`src/rtl/rtl_kernel_1_counter_pkg.sv`:
```
// Shared types and the per-channel operation decoder for the counter bank.
package rtl_kernel_1_counter_pkg;

  typedef enum logic [1:0] {
    CNT_HOLD = 2'd0,
    CNT_LOAD = 2'd1,
    CNT_INC  = 2'd2,
    CNT_DEC  = 2'd3
  } cnt_op_t;

  // Priority: load over a lone incr/decr; incr together with decr cancels out.
  function automatic cnt_op_t decode_op(
    input logic clken,
    input logic load,
    input logic incr,
    input logic decr
  );
    cnt_op_t op;
    op = CNT_HOLD;
    if (clken) begin
      if (load) begin
        op = CNT_LOAD;
      end else if (incr && !decr) begin
        op = CNT_INC;
      end else if (decr && !incr) begin
        op = CNT_DEC;
      end
    end
    return op;
  endfunction

endpackage

```
`src/rtl/rtl_kernel_1_counter_lane.sv`:
```
// One up/down counter channel with load, step, wrap/saturate and sticky flags.
// Latency 1 cycle, no backpressure; clken=0 freezes the whole lane.
module rtl_kernel_1_counter_lane
  import rtl_kernel_1_counter_pkg::*;
#(
  parameter int                 C_WIDTH      = 8,
  parameter int                 C_STEP_WIDTH = 4,
  parameter int                 C_SATURATE   = 0,
  parameter logic [C_WIDTH-1:0] C_INIT       = '0
) (
  input  logic                    ap_clk,
  input  logic                    ap_rst_n,
  input  logic                    clken,
  input  logic                    load,
  input  logic [C_WIDTH-1:0]      load_value,
  input  logic                    incr,
  input  logic                    decr,
  input  logic [C_STEP_WIDTH-1:0] step,
  input  logic                    clr_flags,
  output logic [C_WIDTH-1:0]      count,
  output logic                    is_zero,
  output logic                    is_max,
  output logic                    ovf,
  output logic                    unf
);

  localparam logic [C_WIDTH-1:0] LP_MAX = {C_WIDTH{1'b1}};

  cnt_op_t            op;
  logic [C_WIDTH-1:0] step_ext;
  logic [C_WIDTH:0]   sum;
  logic [C_WIDTH:0]   diff;
  logic [C_WIDTH-1:0] next_count;
  logic               set_ovf;
  logic               set_unf;

  assign step_ext = C_WIDTH'(step);
  assign sum      = {1'b0, count} + {1'b0, step_ext};
  // Top bit of the extended subtraction is the borrow out.
  assign diff     = {1'b0, count} - {1'b0, step_ext};

  always_comb begin
    op         = decode_op(clken, load, incr, decr);
    next_count = count;
    set_ovf    = 1'b0;
    set_unf    = 1'b0;
    case (op)
      CNT_LOAD: next_count = load_value;
      CNT_INC: begin
        next_count = sum[C_WIDTH-1:0];
        if (sum[C_WIDTH]) begin
          set_ovf = 1'b1;
          if (C_SATURATE != 0) next_count = LP_MAX;
        end
      end
      CNT_DEC: begin
        next_count = diff[C_WIDTH-1:0];
        if (diff[C_WIDTH]) begin
          set_unf = 1'b1;
          if (C_SATURATE != 0) next_count = '0;
        end
      end
      default: next_count = count;
    endcase
  end

  // Flags are derived from next_count so they line up with count each cycle.
  always_ff @(posedge ap_clk or negedge ap_rst_n) begin
    if (!ap_rst_n) begin
      count   <= C_INIT;
      is_zero <= (C_INIT == '0);
      is_max  <= (C_INIT == LP_MAX);
      ovf     <= 1'b0;
      unf     <= 1'b0;
    end else if (clken) begin
      count   <= next_count;
      is_zero <= (next_count == '0);
      is_max  <= (next_count == LP_MAX);
      ovf     <= set_ovf | (ovf & ~clr_flags);
      unf     <= set_unf | (unf & ~clr_flags);
    end
  end

endmodule

```
`src/rtl/rtl_kernel_1_multi_counter.sv`:
```
// Bank of C_NUM_CH independent counter lanes behind packed buses.
// Latency 1 cycle, no backpressure; each channel has its own clock enable.
module rtl_kernel_1_multi_counter
  import rtl_kernel_1_counter_pkg::*;
#(
  parameter int                 C_NUM_CH     = 4,
  parameter int                 C_WIDTH      = 8,
  parameter int                 C_STEP_WIDTH = 4,
  parameter int                 C_SATURATE   = 0,
  parameter logic [C_WIDTH-1:0] C_INIT       = '0
) (
  input  logic                             ap_clk,
  input  logic                             ap_rst_n,
  input  logic [C_NUM_CH-1:0]              clken,
  input  logic [C_NUM_CH-1:0]              load,
  input  logic [C_NUM_CH*C_WIDTH-1:0]      load_value,
  input  logic [C_NUM_CH-1:0]              incr,
  input  logic [C_NUM_CH-1:0]              decr,
  input  logic [C_NUM_CH*C_STEP_WIDTH-1:0] step,
  input  logic [C_NUM_CH-1:0]              clr_flags,
  output logic [C_NUM_CH*C_WIDTH-1:0]      count,
  output logic [C_NUM_CH-1:0]              is_zero,
  output logic [C_NUM_CH-1:0]              is_max,
  output logic [C_NUM_CH-1:0]              ovf,
  output logic [C_NUM_CH-1:0]              unf
);

  for (genvar i = 0; i < C_NUM_CH; i++) begin : g_lane
    rtl_kernel_1_counter_lane #(
      .C_WIDTH      (C_WIDTH),
      .C_STEP_WIDTH (C_STEP_WIDTH),
      .C_SATURATE   (C_SATURATE),
      .C_INIT       (C_INIT)
    ) u_lane (
      .ap_clk     (ap_clk),
      .ap_rst_n   (ap_rst_n),
      .clken      (clken[i]),
      .load       (load[i]),
      .load_value (load_value[i*C_WIDTH +: C_WIDTH]),
      .incr       (incr[i]),
      .decr       (decr[i]),
      .step       (step[i*C_STEP_WIDTH +: C_STEP_WIDTH]),
      .clr_flags  (clr_flags[i]),
      .count      (count[i*C_WIDTH +: C_WIDTH]),
      .is_zero    (is_zero[i]),
      .is_max     (is_max[i]),
      .ovf        (ovf[i]),
      .unf        (unf[i])
    );
  end

endmodule
```
`config.mk`:
```
export PLATFORM = sky130hd
export DESIGN_NAME = rtl_kernel_1_multi_counter
export DESIGN_NICKNAME = d
export VERILOG_FILES = /design/src/rtl/rtl_kernel_1_counter_pkg.sv /design/src/rtl/rtl_kernel_1_counter_lane.sv /design/src/rtl/rtl_kernel_1_multi_counter.sv
export SDC_FILE = /design/constraint.sdc
export NUM_CORES = 1
export LEC_CHECK = 0
export ABC_AREA = 1
export BUFFER_PORTS_ARGS = -buffer_cell sky130_fd_sc_hd__buf_2
export CAP_MARGIN = 20
export CORE_UTILIZATION = 55
export CTS_CLUSTER_DIAMETER = 50
export DETAILED_ROUTE_END_ITERATION = 8
export MAX_ROUTING_LAYER = met4
export PLACE_DENSITY = 0.92
export SLEW_MARGIN = 20
export SYNTH_ARGS = -nofsm -noshare
export SYNTH_HDL_FRONTEND = slang
export SYNTH_HIERARCHICAL = 1
export SYNTH_SLANG_ARGS = --single-unit
```
`constraint.sdc`:
```
create_clock -name ap_clk -period 2.6 [get_ports ap_clk]
set_clock_uncertainty 0.1 [all_clocks]
set_input_delay 0.52 -clock ap_clk [delete_from_list [all_inputs] [get_ports ap_clk]]
set_output_delay 0.52 -clock ap_clk [all_outputs]
set_load 0.005 [all_outputs]
```
# == Yosys cells after proc, flatten, opt, wreduce, memory -nomap -nowiden ==
# Cells that the tools add are included.
# word_totals
output_inout_bits,48
regBits,48
# op_classes
addsub,8
bitwise,20
eq_ne,16
muxes,36
reduce_logical,20
# ops
cell,count
case mux 8 bit (3 select lines),4
adder 8 x 4 -> 9 bit,4
subtractor 8 x 4 -> 9 bit,4
"equality test 8 bit, second input constant",4
zero test 8 bit,4
two-way mux 2 bit,16
"equality test 2 bit, second input constant",8
two-way mux 1 bit,16
bitwise AND 1 bit,8
"equality test 2 x 1 -> 1 bit, second input constant",4
logical AND 1 bit,8
zero test 1 bit,8
OR 1 bit,8
NOT 1 bit,4

# == Logic depth before layout (Yosys ltp) ==
# Gate-level depths: netlist of run 1.
# logic_depth
word_depth,9
depth_mapped,17
depth_no_buf,17

# == Cells and area by module ==
# The synthesis of run 1 kept the hierarchy.
# by_module_without_submodules
mod,n_inst,cells_each,area_each_um2
rtl_kernel_1_counter_lane (g_lane[1].u_lane ...),2,209,1338.8
rtl_kernel_1_counter_lane (g_lane[3].u_lane),1,213,1417.6
rtl_kernel_1_counter_lane (g_lane[0].u_lane),1,203,1318.8

# == Least setup slack after synthesis of run 1 ==
# Ideal clock, no wire load.
# synth_path
path_kind,input to register
startpoint,input port step[0]
endpoint,register g_lane[0].u_lane.is_max
cell_stages,14
path_slack_ps,585
arrival_ps,1851
path_cell_list,ha_1 inv_1 fa_1 nand2_1 nand2_1 a21oi_1 nand3_2 nand2_1 nor2_1 nand2_1 nand2_2 nor2_1 nand2_1 nand2_1
# synth_between
elab_chain_len,3
word_cells_on_any_way,4
cone_classes,2 x add/sub; 1 x eq/ne; 1 x mux
# synth_lines
item,line_no,source
start: declaration,rtl_kernel_1_multi_counter.sv:19,"input logic [C_NUM_CH*C_STEP_WIDTH-1:0] step,"
subtractor 8 x 4 -> 9 bit / adder 8 x 4 -> 9 bit (equally long branches),"rtl_kernel_1_counter_lane.sv:40, rtl_kernel_1_counter_lane.sv:38",
case mux 8 bit (3 select lines) (*),rtl_kernel_1_counter_lane.sv:47,case (op)
equality test 8 bit (*),rtl_kernel_1_counter_lane.sv:78,is_max <= (next_count == LP_MAX);
end signal: assignment,rtl_kernel_1_counter_lane.sv:72,is_max <= (C_INIT == LP_MAX);
end signal: assignment,rtl_kernel_1_counter_lane.sv:78,
end: declaration,rtl_kernel_1_counter_lane.sv:22,"output logic is_max,"
# Every way passes the cells marked *; elsewhere a longest branch is shown, timed or not.
# A chain may end at the register's enable or synchronous reset.

# == Worst setup path in the final report of run 1 ==
# layout_path
startpoint,register g_lane[2].u_lane.count[0]
endpoint,register g_lane[2].u_lane.is_max
# layout_between
elab_chain_len,3
word_cells_on_any_way,4
cone_classes,2 x add/sub; 1 x eq/ne; 1 x mux
# layout_lines
item,line_no,source
start: declaration,rtl_kernel_1_counter_lane.sv:20,"output logic [C_WIDTH-1:0] count,"
start signal: assignment,rtl_kernel_1_counter_lane.sv:76,count <= next_count;
subtractor 8 x 4 -> 9 bit / adder 8 x 4 -> 9 bit (equally long branches),"rtl_kernel_1_counter_lane.sv:40, rtl_kernel_1_counter_lane.sv:38",
case mux 8 bit (3 select lines) (*),rtl_kernel_1_counter_lane.sv:47,
equality test 8 bit (*),rtl_kernel_1_counter_lane.sv:78,
end signal: assignment,rtl_kernel_1_counter_lane.sv:72,
end signal: assignment,rtl_kernel_1_counter_lane.sv:78,
end: declaration,rtl_kernel_1_counter_lane.sv:22,
# Marked as above.

==> results of run 1 <==
[layout make-up]
class	count	area share
flip-flops and latches	48	0.194
multi-input cells	635	0.576
clock inverters	1	0.00484
inverters	140	0.0861
repair buffers	118	0.0975
well taps	129	0.0260
clock buffers	7	0.0155
[cells in the final DEF (no fill, tap or decap), types with 2 or more instances in the layout]
cell      synthesis  final
clkbuf_8          0      7
clkinv_1          2      2
or2_4             2      2
nor2_2           16     16
o21ai_2           2      2
dfrtp_1          44     44
nor2_4            4      4
a21oi_4           3      3
ha_1             40     40
nand4_4           2      2
nand2_1         265    265
nand4_1          18     18
fa_1              8      8
a21oi_1          18     18
buf_2             1    117
nand2_2          15     15
nand3b_1          9      9
nand3_2          20     20
o31ai_1           5      5
inv_1           105    105
a32o_1            2      2
nor2_1           72     72
inv_2            30     30
nor3_1            3      3
nand2_4           2      2
or2_0             2      2
nand4_2           8      8
dfstp_2           4      4
nand3_1         115    115
[path summary, 6_finish.rpt]
kind                                                 from                        end  slack [ns]
worst max-delay path            g_lane[2].u_lane/count[0]    g_lane[2].u_lane/is_max        0.27
worst min-delay path                             ap_rst_n  g_lane[3].u_lane/count[0]        0.12
worst max register to register  g_lane[2].u_lane/count[0]    g_lane[2].u_lane/is_max        0.27
worst min register to register   g_lane[3].u_lane/is_zero   g_lane[3].u_lane/is_zero        0.37
max in group asynchronous                        ap_rst_n   g_lane[0].u_lane/is_zero        1.66
min in group ap_clk              g_lane[3].u_lane/is_zero   g_lane[3].u_lane/is_zero        0.37
[state kept, by name, indices dropped and copies added (netlist names)]
| signal | cells |
|---|---|
| g_lane.u_lane/is_max | 4 |
| g_lane.u_lane/is_zero | 4 |
| g_lane.u_lane/unf | 4 |
| g_lane.u_lane/ovf | 4 |
| g_lane.u_lane/count | 32 |
[layer usage]
| metal | vias up | wire length [um] | GRT usage |
|---|---|---|---|
| li1 | 2871 | - | - |
| met1 | 2542 | 6050 | 0.355 |
| met2 | 184 | 6440 | 0.471 |
| met3 | 24 | 711 | 0.0324 |
| met4 | 0 | 217 | 0.0736 |
| met5 | - | 0 | - |
[cells by family after synthesis]
| group | count (synthesis) | share of synthesized area |
|---|---|---|
| adders and majority gates | 48 | 0.122 |
| DFF | 48 | 0.223 |
| buffers and inverters | 151 | 0.117 |
| and+or+nand+nor | 555 | 0.496 |
| AOI/OAI and AO/OA | 32 | 0.0421 |
[stage by stage]
| step | total power [mW] | instances | area (um^2) | util | setup WS (ns) |
|---|---|---|---|---|---|
| 3_5_place_dp | 2.56 | 1070 | 6080 | 0.649 | 0.194 |
| 6_report | 3.16 | 1078 | 6210 | 0.662 | 0.271 |
| 3_3_place_gp | 2.52 | 1070 | 6080 | 0.649 | 0.337 |
| 4_1_cts | 3.16 | 1078 | 6210 | 0.662 | 0.334 |
| 2_1_floorplan | 2.14 | 834 | 5410 | - | 0.585 |
| 5_1_grt | 3.44 | 1078 | 6210 | 0.662 | 0.155 |
[power breakdown]
| part | total (mW) | leakage, nW | internal (mW) | switching [mW] |
|---|---|---|---|---|
| registers | 1.03 | 0.605 | 0.844 | 0.182 |
| logic | 1.55 | 2.84 | 0.584 | 0.962 |
| clock network | 0.582 | 0.0645 | 0.339 | 0.242 |
| total | 3.16 | 3.51 | 1.77 | 1.39 |
==> flow_metrics.tcl, run 1 <==
set metrics [dict create \
    status "completed" \
    yosysSeqAreaShare 0.223 \
    avgViaCountPerCell 5.21 \
    path_clk_slew_ns 0.09 \
    hold_buffers 0 \
    min_path_type "input pin to asynchronous set/reset pin" \
    yosysMostFrequentCell "nand2_1" \
    cp.required_ns 2.73 \
    maxSlewViolCount 0 \
    max-slew-margin-rel 0.604 \
    cts-root-buf "clkbuf_8" \
    hold_slack_ns 0.118 \
    initial_core_util 0.578 \
    drtAntennaViolNets 0 \
    worst-path-max-fanout 4 \
    slowest_stage "dfrtp_1" \
    async_flop_share 1.00 \
    synth-edff-count 0 \
    rows 35 \
    peakVddDrop_uv 304 \
    finalNetCount 1066 \
    numPortBuffers 117 \
    setup_tns_ns 0 \
    max_freq_mhz 429 \
    ios 118 \
    rsz0062_at_grt "no" \
    synth_area_leaders "dfrtp_1 20%, nand2_1 18%, nand3_1 11%" \
    clockBufferDepth 2 \
    core_area_um2 9370 \
    drc 0 \
    path_depth 15 \
    insertion_delay_ns 0.29 \
    synth-main-ff-cell "dfrtp_1" \
    cts_made_buffers 5 \
    layout.area.seq_um2 1210 \
    syn_area_per_cell_um2 6.49 \
    postCtsSetupBuffers 0 \
    routed_wl_mm 13.4 \
    synthesis.instances 834 \
    synth_top_cell_area_share 0.203 \
    cts.sinks 48 \
    layout-drive-gt1-share 0.253 \
    synth_commonest_cells "265 x nand2_1, 115 x nand3_1, 105 x inv_1, 72 x nor2_1, 44 x dfrtp_1" \
    overflow 0 \
    cts_htree_levels 2 \
    cts-resized-gates 0 \
    worst_pin_slew_ns 0.595 \
    avgRoutedWirePerCell_um 12.4 \
    grt_max_degree 27 \
    path_class "flip-flop to flip-flop" \
    grt_pass1_wl_mm 22.4 \
    finalCritPeriodShare 0.896 \
    synth_area_um2 5410 \
    setup_violations 0 \
    p_leak_nw 3.51 \
    syn-num-nets 952 \
    antenna_found_initial 0 \
    n_fill_cell 874 \
    yosysUniqueCellTypes 37 \
    critPathCaptureType "flip-flop" \
    max_stage_delay_ns 0.45 \
    cap_viol_max_count 0 \
    dieWidth_um 101 \
    die_h_um 101 \
    finalHoldViolCount 0 \
    fin_crit_ns 2.33 \
    yosysWarningCount 6 \
    ys_ff_latch 48 \
    start_kind "flip-flop" \
    cp_num_buf_inv 2 \
    dr_total_vias 5621 \
    path_cells "inv_1 -> ha_1 -> inv_1 -> fa_1 -> nand2_1 -> nand2_1 -> nor2_1 -> nor2_1 -> nand3_1 -> nand2_1 -> nor2_1 -> nand3_1 -> nor2_1 -> nand2_1 -> nand2_1" \
    diodes 0 \
    p_per_area_nw_per_um2 508 \
    area_delta_synth_final_pct 14.7 \
    r2r_cells 15 \
    post-dp-hpwl_mm 11.1 \
    routabilityCongestion 0.972 \
    grt_use_total 0.279 \
    die_area_um2 10200 \
    drt_iter0_markers 215 \
    drt_first_pass_iters 4 \
    synth_top_area_cell "dfrtp_1" \
    grt_pass1_vias 5058 \
    multi_input_area_um2 3570 \
    cpMostUsedCell "nand2_1" \
    crit_family "simple AND/OR/NAND/NOR gates" \
    critPathArrivalTime_ns 2.46 \
    cts_tree "yes" \
]
(Power assumes the default switching activity.)
==> run 2, diff against run 1 <==
Settings changed: PLACE_DENSITY 0.92 to 0.79.
==> flow_metrics.tcl, run 2 (same netlist as run 1, synthesis figures left out) <==
set metrics [dict create \
    critPathArrivalTime_ns 2.33 \
    hold_buffers 0 \
    fin_crit_ns 2.20 \
    cts_htree_levels 2 \
    cp_num_buf_inv 2 \
    crit_start "g_lane[0].u_lane/count[0]" \
    worst-path-max-fanout 4 \
    slowest_stage "dfrtp_1" \
    critPathCaptureType "flip-flop" \
    rows 35 \
    grt_pass1_vias 4855 \
    antenna_found_initial 0 \
    crit_family "simple AND/OR/NAND/NOR gates" \
    finalCritPeriodShare 0.845 \
    layout-drive-gt1-share 0.254 \
    cts-resized-gates 0 \
    finalNetCount 1067 \
    die_area_um2 10200 \
    overflow 0 \
    cts_made_buffers 5 \
    cts-root-buf "clkbuf_8" \
    largest_reg_flops 32 \
    top_register "g_lane.u_lane/count" \
    grt_use_total 0.273 \
    start_kind "flip-flop" \
    cts.sinks 48 \
    setup_violations 0 \
    numPortBuffers 117 \
    dieWidth_um 101 \
    path_clk_slew_ns 0.09 \
    cpMostUsedCell "nand2_1" \
    rsz0062_at_grt "no" \
    max_freq_mhz 455 \
    path_class "flip-flop to flip-flop" \
    drt_first_pass_iters 5 \
    post-dp-hpwl_mm 10.8 \
    grt_pass1_wl_mm 21.9 \
    initial_core_util 0.578 \
    drc 0 \
    path_depth 15 \
    fin_ws_ns 0.403 \
    avgViaCountPerCell 5.11 \
    ios 118 \
    drt_iter0_markers 310 \
    finalHoldViolCount 0 \
    cap_viol_max_count 0 \
    final_cell_mix "265 x nand2_1, 117 x buf_2, 115 x nand3_1" \
    insertion_delay_ns 0.29 \
    status "completed" \
    reg2reg_from "g_lane[0].u_lane/count[0]" \
    cts_tree "yes" \
    min_path_type "input pin to asynchronous set/reset pin" \
    clockBufferDepth 2 \
    avgRoutedWirePerCell_um 12.2 \
    die_h_um 101 \
    p_per_area_nw_per_um2 503 \
    max-slew-margin-rel 0.450 \
    final_common_cell "nand2_1" \
    dr_total_vias 5514 \
    place_ws_ns 0.272 \
    endpoint "g_lane[0].u_lane/is_max" \
    routabilityCongestion 0.963 \
    peakVddDrop_uv 262 \
    routed_wl_mm 13.1 \
    finalPower_mw 3.12 \
    grt_max_degree 38 \
    r2r_cells 15 \
    r2r_setup_slack_ns 0.40 \
    final_util 0.661 \
    worst_pin_slew_ns 0.825 \
    area_delta_synth_final_pct 14.5 \
    postCtsSetupBuffers 0 \
    regToRegEndpoint "g_lane[0].u_lane/is_max" \
    path_cells "inv_1 -> ha_1 -> inv_1 -> fa_1 -> nand2_1 -> nand2_1 -> a21oi_1 -> nand3_2 -> nand2_1 -> nor2_1 -> nand2_1 -> nand2_2 -> nor2_1 -> nand2_1 -> nand2_1" \
    max_stage_delay_ns 0.44 \
    cp.required_ns 2.73 \
    core_area_um2 9370 \
    maxSlewViolCount 0 \
    p_leak_nw 3.50 \
    diodes 0 \
    drtAntennaViolNets 0 \
    setup_tns_ns 0 \
]
==> run 2: cell count changes in the layout (fill, tap and decap cells not counted), sizes merged <==
cell / previous run / this run
clkinv: 4 / 5
buf: 118 / 119
clkbuf: 7 / 6
==> run 2: routing by layer <==
layer / share of wire / vias up / wire length [um] / GRT usage
li1: - / 2874 / - / -
met1: 0.47 / 2445 / 6150 / 0.373
met2: 0.47 / 187 / 6120 / 0.448
met3: 0.059 / 8 / 772 / 0.0269
met4: 0.0061 / 0 / 80 / 0.0412
met5: 0 / - / 0 / -
==> run 2: worst min path at each step <==
stage                                      to  depth (start not counted)
global route        g_lane[2].u_lane/count[6]                          1
global placement     g_lane[3].u_lane/is_zero                          2
finish              g_lane[3].u_lane/count[1]                          1
floorplan           g_lane[0].u_lane/count[0]                          0
CTS                 g_lane[2].u_lane/count[6]                          1
detailed placement    g_lane[2].u_lane/is_max                          2
==> run 2: power breakdown <==
group	switching [mW]	total [mW]	internal, mW
Clock	0.253	0.568	0.315
Combinational	0.945	1.53	0.583
Sequential	0.181	1.02	0.844
==> run 2: area by class of cell <==
class                           count  area [um^2]
Fill cell                         945         3170
Timing Repair Buffer              119          601
Tap cell                          129          161
Inverter                          140          534
Clock inverter                      2         38.8
Sequential cell                    48         1210
Clock buffer                        6         82.6
Multi-Input combinational cell    635         3570
==> run 2: per-stage QoR <==
step	std cells	instance area [um^2]	hold WS (ns)
final	1079	6200	0.213
after global routing	1079	6200	0.268
after CTS	1079	6200	0.240
after detailed placement	1071	6080	0.374
after global placement	1071	6080	0.370
after floorplan	834	5410	0.124
==> run 3, diff against run 2 <==
Settings changed: CORE_UTILIZATION 55 to 51, PLACE_DENSITY 0.79 to 0.77.
Clock period 2.6 ns to 1.8 ns, I/O delays scaled along.
==> flow_metrics.tcl, run 3 (same netlist as run 1, synthesis figures left out) <==
set metrics [dict create \
    cts_tree "yes" \
    clockBufferDepth 2 \
    p_per_area_nw_per_um2 733 \
    path_depth 12 \
    status "finished, violations left" \
    worst-path-max-fanout 4 \
    drc 0 \
    dpl-instance-area_um2 6830 \
    critPathCaptureType "flip-flop" \
    path_clk_slew_ns 0.10 \
    diodes 0 \
    min_path_type "input pin to flip-flop" \
    start_kind "flip-flop" \
    grt_pass1_vias 5601 \
    setup_violations 22 \
    fin_ws_ns -0.321 \
    insertion_delay_ns 0.30 \
    setup_tns_ns -3.34 \
    avgViaCountPerCell 5.29 \
    cp.required_ns 1.95 \
    drt_first_pass_iters 5 \
    dr_total_vias 6297 \
    max_stage_delay_ns 0.52 \
    post-dp-hpwl_mm 11.9 \
    min_path_cells 4 \
    antenna_found_initial 0 \
    path_cells "inv_2 -> ha_4 -> inv_2 -> fa_2 -> nand4_1 -> nand4_1 -> inv_1 -> nor2_2 -> nand3_1 -> nor2_1 -> nand2_1 -> nand2_1" \
    core_area_um2 10300 \
    finalPower_mw 5.69 \
    top_register "g_lane.u_lane/count" \
    worst_pin_slew_ns 0.459 \
    final_util 0.752 \
    hold_slack_ns 0.224 \
    fin_area_um2 7770 \
    critPathArrivalTime_ns 2.28 \
    drtAntennaViolNets 0 \
    avgRoutedWirePerCell_um 13.9 \
    cts_made_buffers 5 \
    overflow 0 \
    die_h_um 105 \
    rsz0062_at_grt "yes" \
    grt_pass1_wl_mm 25.4 \
    final_cell_mix "228 x nand2_1, 117 x buf_2, 92 x inv_1" \
    max_freq_mhz 471 \
    ios 118 \
    finalNetCount 1171 \
    routed_wl_mm 16.5 \
    cap_viol_max_count 0 \
    largest_reg_flops 32 \
    grt_max_degree 49 \
    drt_iter0_markers 392 \
    maxSlewViolCount 0 \
    crit_family "adder cells" \
    grt_use_total 0.288 \
    area_delta_synth_final_pct 43.4 \
    max-slew-margin-rel 0.694 \
    rows 37 \
    routabilityCongestion 0.921 \
    path_class "flip-flop to flip-flop" \
    p_leak_nw 4.07 \
    cts_htree_levels 2 \
    slowest_stage "fa_2" \
    die_area_um2 11000 \
    dieWidth_um 105 \
    final_common_cell "nand2_1" \
    cp_num_buf_inv 3 \
    violations "setup timing" \
    cts.sinks 48 \
    finalHoldViolCount 0 \
    initial_core_util 0.524 \
    peakVddDrop_uv 404 \
    cts-root-buf "clkbuf_8" \
    layout-drive-gt1-share 0.464 \
    fin_crit_ns 2.12 \
    numPortBuffers 117 \
    finalCritPeriodShare 1.18 \
    r2r_cells 12 \
]
run 3: changes by cell type in the layout (fill, tap and decap cells not counted), sizes merged:
| cell | before | now |
|---|---|---|
| inv | 136 | 138 |
| dlygate4sd3 | 0 | 1 |
| buf | 119 | 222 |
| clkinv | 5 | 2 |
| clkbuf | 6 | 7 |
run 3: routing by layer:
| layer | GRT usage | up-vias | part of all wire |
|---|---|---|---|
| met5 | - | - | 0 |
| met4 | 0.0704 | 0 | 0.015 |
| met3 | 0.0256 | 27 | 0.055 |
| met2 | 0.491 | 246 | 0.49 |
| met1 | 0.369 | 2937 | 0.44 |
| li1 | - | 3087 | - |
run 3: cell type report:
| class | count | area (um^2) |
|---|---|---|
| multi-input cells | 635 | 4240 |
| fillers | 790 | 2560 |
| repair buffers | 223 | 1480 |
| flip-flops and latches | 48 | 1210 |
| inverters | 140 | 539 |
| well taps | 136 | 170 |
| clock buffers | 7 | 96.3 |
| clock inverters | 1 | 30.0 |
run 3: path summary, 6_finish.rpt:
| kind | start | end | slack, ns |
|---|---|---|---|
| min | clr_flags[3] | g_lane[3].u_lane/ovf | 0.22 |
| max reg2reg | g_lane[3].u_lane/count[0] | g_lane[3].u_lane/is_max | -0.32 |
| max in group asynchronous | ap_rst_n | g_lane[2].u_lane/is_zero | 0.82 |
| min reg2reg | g_lane[1].u_lane/is_zero | g_lane[1].u_lane/is_zero | 0.38 |
| min in group asynchronous | ap_rst_n | g_lane[0].u_lane/count[5] | 0.47 |
| max | g_lane[3].u_lane/count[0] | g_lane[3].u_lane/is_max | -0.32 |
run 3: worst min-delay path: cells and delay by family:
| kind | cells | cell delay, ns |
|---|---|---|
| compound gates | 1 | 0.05 |
| simple gates | 2 | 0.12 |
| buf+inv | 1 | 0.08 |
run 3: where the power goes:
| part | switching (mW) | internal, mW | total [mW] |
|---|---|---|---|
| Clock | 0.382 | 0.491 | 0.873 |
| Sequential | 0.262 | 1.22 | 1.49 |
| Combinational | 1.85 | 1.48 | 3.33 |
| Total | 2.49 | 3.20 | 5.69 |
run 3: per-stage QoR:
step,worst slack [ns],std cells
finish,-0.321,1190
global route,-0.434,1190
CTS,-0.265,1183
detailed placement,-0.301,1167
global placement,-0.282,1167
floorplan,-0.111,834
run 3: what timing repair did:
action / CTS / global route
endpoints found under the setup margin: 20 / 36
hold buffers: 1 / 0
setup buffers: 9 / 11
endpoints found under the hold margin: 44 / 0
resized for setup: 66 / 106
pin swaps: 27 / 62
